--- config.mk ---
export PLATFORM = sky130hd
export DESIGN_NAME = flash_cmd_responder_flat
export DESIGN_NICKNAME = d
export VERILOG_FILES = /design/src/rtl/flash_cmd_responder_if.sv /design/src/rtl/flash_cmd_responder.sv /design/src/flat_wrapper.sv
export SDC_FILE = /design/constraint.sdc
export NUM_CORES = 2
export LEC_CHECK = 0
export CORE_ASPECT_RATIO = 1.75
export CORE_MARGIN = 2
export CORE_UTILIZATION = 52
export CTS_CLUSTER_DIAMETER = 80
export CTS_CLUSTER_SIZE = 14
export DETAILED_ROUTE_END_ITERATION = 16
export PLACE_DENSITY = 0.67
export RECOVER_POWER = 25
export SYNTH_ARGS = -nofsm -noshare
export SYNTH_HDL_FRONTEND = slang
export SYNTH_SLANG_ARGS = --single-unit
--- constraint.sdc ---
create_clock -name SCL -period 20.8 [get_ports SCL]
set_input_delay 5.2 -clock SCL [delete_from_list [all_inputs] [get_ports SCL]]
set_output_delay 5.2 -clock SCL [all_outputs]
set_load 0.03 [all_outputs]
--- src/rtl/flash_cmd_responder_if.sv ---
// Byte-level command bus between a flash controller (master) and the device-side responder (slave).
interface flash_cmd_responder_if;
    logic       WrStrobe;
    logic [7:0] IOIn;
    logic       RdStrobe;
    logic [7:0] IOOut;
    logic       IOOutEn;
    logic       Busy;
    logic       Done;
    logic       CmdErr;

    modport master (
        output WrStrobe, IOIn, RdStrobe,
        input  IOOut, IOOutEn, Busy, Done, CmdErr
    );

    modport slave (
        input  WrStrobe, IOIn, RdStrobe,
        output IOOut, IOOutEn, Busy, Done, CmdErr
    );
endinterface

--- src/rtl/flash_cmd_responder.sv ---
// Flash device model: decodes AA/55/command/address/data byte sequences and
// programs, erases or reads an internal byte array.
module flash_cmd_responder #(
    parameter int unsigned ADDR_W      = 8,
    parameter int unsigned SECT_W      = 4,
    parameter int unsigned PROG_CYCLES = 4
) (
    input  logic                  SCL,
    input  logic                  Reset,
    flash_cmd_responder_if.slave  bus
);

    localparam int unsigned DEPTH = 2 ** ADDR_W;
    localparam int unsigned CNT_W = (PROG_CYCLES > 1) ? $clog2(PROG_CYCLES) : 1;

    localparam logic [7:0] B_UNLK1 = 8'hAA;
    localparam logic [7:0] B_UNLK2 = 8'h55;
    localparam logic [7:0] B_PROG  = 8'hB0;
    localparam logic [7:0] B_READ  = 8'hC0;
    localparam logic [7:0] B_SECT  = 8'hD0;
    localparam logic [7:0] B_CHIP  = 8'hE0;
    localparam logic [7:0] B_NOP   = 8'h00;

    typedef enum logic [2:0] {
        S_IDLE, S_UNLK1, S_UNLK2, S_ADDR, S_DATA, S_PROG, S_ERASE, S_READ
    } state_e;

    state_e              state_q, state_d;
    logic [ADDR_W-1:0]   ptr_q, ptr_d;
    logic [7:0]          cmd_q, cmd_d;
    logic                chip_q, chip_d;
    logic [CNT_W-1:0]    cnt_q, cnt_d;
    logic [7:0]          ioout_q, ioout_d;
    logic                ioouten_q, ioouten_d;
    logic                busy_q, busy_d;
    logic                done_q, done_d;
    logic                cmderr_q, cmderr_d;

    logic                mem_we_c;
    logic [7:0]          mem_wdata_c;
    logic                last_c;
    logic [7:0]          mem_q [DEPTH];

    // Next-state, pointer and array-write decode
    always_comb begin
        state_d     = state_q;
        ptr_d       = ptr_q;
        cmd_d       = cmd_q;
        chip_d      = chip_q;
        cnt_d       = cnt_q;
        ioout_d     = ioout_q;
        ioouten_d   = 1'b0;
        done_d      = 1'b0;
        cmderr_d    = 1'b0;
        mem_we_c    = 1'b0;
        mem_wdata_c = 8'hFF;
        last_c      = 1'b0;

        case (state_q)
            S_IDLE: begin
                if (bus.WrStrobe) begin
                    if (bus.IOIn == B_UNLK1)     state_d = S_UNLK1;
                    else if (bus.IOIn != B_NOP)  cmderr_d = 1'b1;
                end
            end
            S_UNLK1: begin
                if (bus.WrStrobe) begin
                    if (bus.IOIn == B_UNLK2) begin
                        state_d = S_UNLK2;
                    end else begin
                        state_d  = S_IDLE;
                        cmderr_d = (bus.IOIn != B_NOP);
                    end
                end
            end
            S_UNLK2: begin
                if (bus.WrStrobe) begin
                    if (bus.IOIn == B_PROG || bus.IOIn == B_READ || bus.IOIn == B_SECT) begin
                        cmd_d   = bus.IOIn;
                        state_d = S_ADDR;
                    end else if (bus.IOIn == B_CHIP) begin
                        ptr_d   = '0;
                        chip_d  = 1'b1;
                        state_d = S_ERASE;
                    end else begin
                        state_d  = S_IDLE;
                        cmderr_d = (bus.IOIn != B_NOP);
                    end
                end
            end
            S_ADDR: begin
                if (bus.WrStrobe) begin
                    ptr_d = bus.IOIn[ADDR_W-1:0];
                    if (cmd_q == B_PROG) begin
                        state_d = S_DATA;
                    end else if (cmd_q == B_READ) begin
                        state_d = S_READ;
                    end else begin
                        ptr_d   = {bus.IOIn[ADDR_W-1:SECT_W], SECT_W'(0)};
                        chip_d  = 1'b0;
                        state_d = S_ERASE;
                    end
                end
            end
            S_DATA: begin
                // Programming can only clear bits
                if (bus.WrStrobe) begin
                    mem_we_c    = 1'b1;
                    mem_wdata_c = mem_q[ptr_q] & bus.IOIn;
                    cnt_d       = CNT_W'(PROG_CYCLES - 1);
                    state_d     = S_PROG;
                end
            end
            S_PROG: begin
                cmderr_d = bus.WrStrobe;
                if (cnt_q == '0) begin
                    state_d = S_IDLE;
                    done_d  = 1'b1;
                end else begin
                    cnt_d = cnt_q - CNT_W'(1);
                end
            end
            S_ERASE: begin
                cmderr_d = bus.WrStrobe;
                mem_we_c = 1'b1;
                ptr_d    = ptr_q + ADDR_W'(1);
                last_c   = chip_q ? (&ptr_q) : (&ptr_q[SECT_W-1:0]);
                if (last_c) begin
                    state_d = S_IDLE;
                    done_d  = 1'b1;
                end
            end
            S_READ: begin
                // A write byte takes priority and drops a simultaneous read
                if (bus.WrStrobe) begin
                    state_d = (bus.IOIn == B_UNLK1) ? S_UNLK1 : S_IDLE;
                end else if (bus.RdStrobe) begin
                    ioout_d   = mem_q[ptr_q];
                    ioouten_d = 1'b1;
                    ptr_d     = ptr_q + ADDR_W'(1);
                end
            end
            default: state_d = S_IDLE;
        endcase

        busy_d = (state_d == S_PROG) || (state_d == S_ERASE);
    end

    always_ff @(posedge SCL) begin
        if (Reset) begin
            state_q   <= S_IDLE;
            ptr_q     <= '0;
            cmd_q     <= '0;
            chip_q    <= 1'b0;
            cnt_q     <= '0;
            ioout_q   <= 8'h00;
            ioouten_q <= 1'b0;
            busy_q    <= 1'b0;
            done_q    <= 1'b0;
            cmderr_q  <= 1'b0;
        end else begin
            state_q   <= state_d;
            ptr_q     <= ptr_d;
            cmd_q     <= cmd_d;
            chip_q    <= chip_d;
            cnt_q     <= cnt_d;
            ioout_q   <= ioout_d;
            ioouten_q <= ioouten_d;
            busy_q    <= busy_d;
            done_q    <= done_d;
            cmderr_q  <= cmderr_d;
        end
    end

    // Array contents survive reset; a reset cycle blocks any pending write
    always_ff @(posedge SCL) begin
        if (mem_we_c && !Reset) begin
            mem_q[ptr_q] <= mem_wdata_c;
        end
    end

    assign bus.IOOut   = ioout_q;
    assign bus.IOOutEn = ioouten_q;
    assign bus.Busy    = busy_q;
    assign bus.Done    = done_q;
    assign bus.CmdErr  = cmderr_q;

endmodule

--- src/flat_wrapper.sv ---
// flat-port wrapper written by rule: the top's interface ports become plain ports
module flash_cmd_responder_flat 
#(
    parameter int unsigned ADDR_W      = 8,
    parameter int unsigned SECT_W      = 4,
    parameter int unsigned PROG_CYCLES = 4
)
  (SCL, Reset, bus_WrStrobe, bus_IOIn, bus_RdStrobe, bus_IOOut, bus_IOOutEn, bus_Busy, bus_Done, bus_CmdErr);
  flash_cmd_responder_if bus_i ();
  input  logic SCL;
  input  logic Reset;
  input wire logic [$bits(bus_i.WrStrobe)-1:0] bus_WrStrobe;
  input wire logic [$bits(bus_i.IOIn)-1:0] bus_IOIn;
  input wire logic [$bits(bus_i.RdStrobe)-1:0] bus_RdStrobe;
  output wire logic [$bits(bus_i.IOOut)-1:0] bus_IOOut;
  output wire logic [$bits(bus_i.IOOutEn)-1:0] bus_IOOutEn;
  output wire logic [$bits(bus_i.Busy)-1:0] bus_Busy;
  output wire logic [$bits(bus_i.Done)-1:0] bus_Done;
  output wire logic [$bits(bus_i.CmdErr)-1:0] bus_CmdErr;
  assign bus_i.WrStrobe = bus_WrStrobe;
  assign bus_i.IOIn = bus_IOIn;
  assign bus_i.RdStrobe = bus_RdStrobe;
  assign bus_IOOut = bus_i.IOOut;
  assign bus_IOOutEn = bus_i.IOOutEn;
  assign bus_Busy = bus_i.Busy;
  assign bus_Done = bus_i.Done;
  assign bus_CmdErr = bus_i.CmdErr;
  flash_cmd_responder #(.ADDR_W(ADDR_W), .SECT_W(SECT_W), .PROG_CYCLES(PROG_CYCLES)) u_core (.SCL(SCL), .Reset(Reset), .bus(bus_i));
endmodule
# Yosys cells after proc, flatten, opt, wreduce, memory -nomap -nowiden
# Memories as Yosys holds them, arrays and structs flattened. A register that Yosys moved wholly into a read port is not among the register bits.
# Cells that the tools add are included.
# totals
register_bits,34
latch_bits,0
ramBits,2048
mem_bits_ro,0
input_bits,12
output_inout_bits,12
word_cells,120
n_memories,1
# mem_list
memory,depth,width,rd,rd_clocked_by_memory_dff,write_ports,line,rtl
u_core.mem_q,256,8,1,1,1,flash_cmd_responder.sv:42,logic [7:0] mem_q [DEPTH];
# classes
add_sub_neg,2
mul,0
n_div,0
order_cmp,0
eq_ne,27
shifts,0
n_mux,57
n_bitwise,3
reduce_logical,20
# op_table
op,count
$mux W8,10
$eq A8 B8 Y1 const B,7
$mux W3,12
$pmux W8 S4,1
$pmux W3 S8,1
$mux W1,23
$eq A3 B3 Y1 const B,6
$ne A2 B2 Y1 const B,9
$reduce_and A7 Y1,2
$reduce_and A3 Y1,3
$add A8 B1 Y8 const B,1
$and A8 B8 Y8,1
$eq A8 B7 Y1 const B,1
$mux W4,2
$reduce_and A8 Y1,1
$reduce_bool A8 Y1,1
$eq A3 B2 Y1 const B,2
$mux W2,3
$pmux W1 S2,3
$pmux W1 S4,1
$pmux W2 S2,1
$reduce_and A4 Y1,1
$reduce_bool A2 Y1,2
$reduce_bool A4 Y1,1
11 further kinds,14

# Depth between registers and ports, before layout
# depth
depth_word,8
ltp_mapped,13
ltp_nobuf,8

# Worst setup path after synthesis
# Ideal clock, no wire load.
# synth_timing
kind,input -> register
startpoint,input bus_IOIn[5]
endpoint,memory u_core.mem_q[0][5] (data pin)
setup_time_ps,2238
arrival_time_ps,15604
required_ps,18562
setup_slack_ps,2958
path_stages,2
path_buffers,0
path_cell_list,inv_1 -> o31ai_1
# synth_via
elab_chain_len,3
# synth_lines
element,line,rtl
start: declaration,flat_wrapper.sv:13,input wire logic [$bits(bus_i.IOIn)-1:0] bus_IOIn;
$and A8 B8 Y8,flash_cmd_responder.sv:109,mem_wdata_c = mem_q[ptr_q] & bus.IOIn;
$mux W8,flash_cmd_responder.sv:107,if (bus.WrStrobe) begin
$mux W8,flash_cmd_responder.sv:59,case (state_q)
via u_core.mem_wdata_c[5],flash_cmd_responder.sv:40,logic [7:0] mem_wdata_c;
end: declaration,flash_cmd_responder.sv:42,
# The timed path passes the listed nets, and every way through them passes these cells.

==> impl_metrics.yaml <==
run_status:
  status: "finished, violations left"
  violations: "capacitance limit, slew limit"
yosys:
  synth_top_family_by_area: "multiplexers"
  syn-cell-area_sq_um: 81550
  synth-seq-cells: 2090
  async_flop_share_pct: 0
  netlist-cell-type-count: 74
  synth.area.mux_share_pct: 15.33
  syn_area_per_cell_sq_um: 20.65
  synth-xor-area-share_pct: 0
  synth_cells: 3949
  synthTopCellsByArea: "edfxtp_1 (75%), mux4_2 (13%), nor2_1 (1.4%), mux2i_1 (1.4%), dfxtp_1 (1.0%)"
  synth-simple-area-share_pct: 3.382
  syn-num-nets: 3966
  synth_fa_ha_area_share_pct: 0.07672
  yosysWarnings: 0
  synth_compound_area_share_pct: 3.086
  yosysTopAreaCellShare_pct: 75.42
  yosysTopAreaCell: "edfxtp_1"
  synth_edf_count: 2048
  ys.flop_type: "edfxtp_1"
  synth-seq-area-share_pct: 76.45
worst_setup_path:
  path_delay_family: "buffers and inverters"
  crit_chain: "clkbuf_1 -> buf_12 -> clkbuf_1 -> mux4_2 -> mux2i_1 -> mux2i_1 -> a21o_1 -> a21oi_1 -> a311oi_1 -> a21o_1 -> buf_4"
  arrival_ns: 13.77
  critPathKind: "reg2reg"
  cp.required_ns: 21.26
  end_kind: "register"
  r2r_cells: 11
  slowest_delay_ns: 2.41
  startpoint_type: "register"
  path_buf_inv: 4
  cp_slowest_cell: "clkbuf_1"
  crit_fanout: 92
  worst-path-stages: 11
timing:
  timing.setup.tns_ns: 0
  hold_violations: 0
  post-route-period-util_pct: 63.99
  maxSlewViolCount: 376
  fmax_ghz: 0.07513
  rsz0062_at_grt: "no"
  tightest_slew_ns: 3.594
  period_needed_ns: 13.31
  setup_viol: 0
  maxSlewHeadroom_pct: -139.6
  skew_ns: 0.04560
drt:
  drt_iter0_drc: 5204
  vias: 40796
  drc: 0
  wire_per_inst_um: 37.36
  drt-total-wl_mm: 226.8
  drtPass1Iterations: 8
  final_antenna_net_count: 0
  avgViaCountPerCell: 6.721
finish:
  syn2layout_area_growth_pct: 8.419
  drive_gt1_share_pct: 19.31
  final_cell_mix: "edfxtp_1 (2,048), mux4_2 (471), nor2_1 (306)"
  fin_util_pct: 56.62
  nets: 4026
  mostFrequentLayoutCell: "edfxtp_1"
  fill_cells: 11307
power_and_ir_drop:
  vdd_drop_max_v: 0.00006476
  p_leak_nw: 32.04
  finalPower_mw: 7.448
  p_per_area_nw_per_um2: 84.24
cts:
  cts-root-buf: "clkbuf_16"
  post_cts_buffers: 0
  cts_buffer_depth: 4
  numCtsBuffers: 175
  hold_buffers: 0
  cts_tree: "done"
  htree_levels: 4
  clock_sinks: 2090
  cts-resized-gates: 0
  clk_latency_ns: 0.82
  path_clk_slew_ns: 0.07
floorplanning:
  initial_core_util_pct: 52.22
  die_w_um: 303.4
  core_region_area_sq_um: 156200
  dieHeight_um: 527.9
  ios: 24
  dieArea_sq_um: 160100
  rows: 192
grt:
  groute.usage.overall_pct: 28.51
  antenna_found_initial: 7
  grt_max_degree: 178
  grt_pass1_vias: 41182
  grt_overflow: 0
  grt_pass1_wl_mm: 313.8
flow_run:
  cap_violations: 8
placement:
  dp_hpwl_mm: 140.5
  gp_congestion: 0.9295
  port_buffers: 23
min_path:
  hp-class: "reg2reg"
  holdPathStages: 2
layout make-up:
| type | count | area, sq um | share of cell area [%] |
|---|---|---|---|
| diodes | 5 | 12.51 | 0.01415 |
| inverters | 18 | 68.82 | 0.07784 |
| repair buffers | 112 | 1001 | 1.132 |
| clock inverters | 3 | 28.78 | 0.03255 |
| clock buffers | 193 | 4532 | 5.126 |
| multi-input cells | 1612 | 17870 | 20.21 |
| well taps | 2037 | 2549 | 2.883 |
| flip-flops and latches | 2090 | 62350 | 70.53 |
through the flow:
step                      worst slack, ns  instance area, sq um  std cells  hold slack (ns)
after floorplan                     2.958                 81550       3949           0.4302
after global placement              11.67                 83940       5869           0.4379
after detailed placement            11.62                 83940       5869           0.4436
after CTS                           12.45                 88500       6065           0.4632
after global routing                6.351                 88400       6066           0.4854
final                               7.489                 88410       6070           0.4519
state kept, by name, summed over array words and instances, names as in the netlist, named ones only:
| signal | flops |
|---|---|
| u_core.bus.Busy | 1 |
| u_core.bus.CmdErr | 1 |
| u_core.state_q | 3 |
| u_core.cnt_q | 2 |
| u_core.chip_q | 1 |
| u_core.bus.IOOut | 8 |
| u_core.bus.Done | 1 |
| u_core.cmd_q | 8 |
| u_core.mem_q | 2048 |
| u_core.bus.IOOutEn | 1 |
| u_core.ptr_q | 8 |
power by group:
part           internal, mW  total (mW)  switching (mW)
Sequential             4.55        4.55       0.0000641
Clock                  1.53        2.89            1.37
Combinational       0.00265     0.00686         0.00421
Total                  6.08        7.45            1.37
synthesized netlist by cell type (18+ instances only):
| cell | instances |
|---|---|
| a211oi_1 | 22 |
| a21oi_1 | 56 |
| a221oi_1 | 19 |
| a22oi_1 | 55 |
| a31oi_1 | 21 |
| buf_2 | 74 |
| buf_4 | 42 |
| buf_6 | 22 |
| clkbuf_1 | 79 |
| dfxtp_1 | 42 |
| edfxtp_1 | 2048 |
| mux2_2 | 21 |
| mux2i_1 | 113 |
| mux4_1 | 20 |
| mux4_2 | 471 |
| nand2_1 | 149 |
| nand3_1 | 18 |
| nor2_1 | 306 |
| nor2b_1 | 25 |
| nor3_1 | 25 |
| o211ai_1 | 18 |
| o21ai_0 | 31 |
| o22ai_1 | 61 |
layer usage:
layer	vias up	global-route usage [%]	wire, um
li1	16387	-	-
met1	21287	32.81	73420
met2	2423	48.48	116400
met3	691	4.700	17880
met4	8	19.92	19050
met5	-	0	50
worst min-delay path: cells and delay by family (launching register included):
kind               cells  cell delay, ns
DFF                    1            0.33
AOI/OAI and AO/OA      1            0.05
and+or+nand+nor        1            0.04
cell families (layout without fill, tap and decap cells):
kind of cell | Yosys count | after routing
DFF | 2090 | 2090
muxes | 625 | 625
and+or+nand+nor | 620 | 620
AOI/OAI and AO/OA | 362 | 362
buffers and inverters | 247 | 326
adders and majority gates | 5 | 5
other | 0 | 5
path summary, 6_finish.rpt:
kind,from,endpoint,slack [ns]
worst max-delay path,register,u_core.mem_q[78][7],7.49
worst min-delay path,u_core.bus.IOOut[1],u_core.bus.IOOut[1],0.45
worst max register to register,register,u_core.mem_q[78][7],7.49
worst min register to register,u_core.bus.IOOut[1],u_core.bus.IOOut[1],0.45
Note: power is estimated with default switching activity, not from simulation.
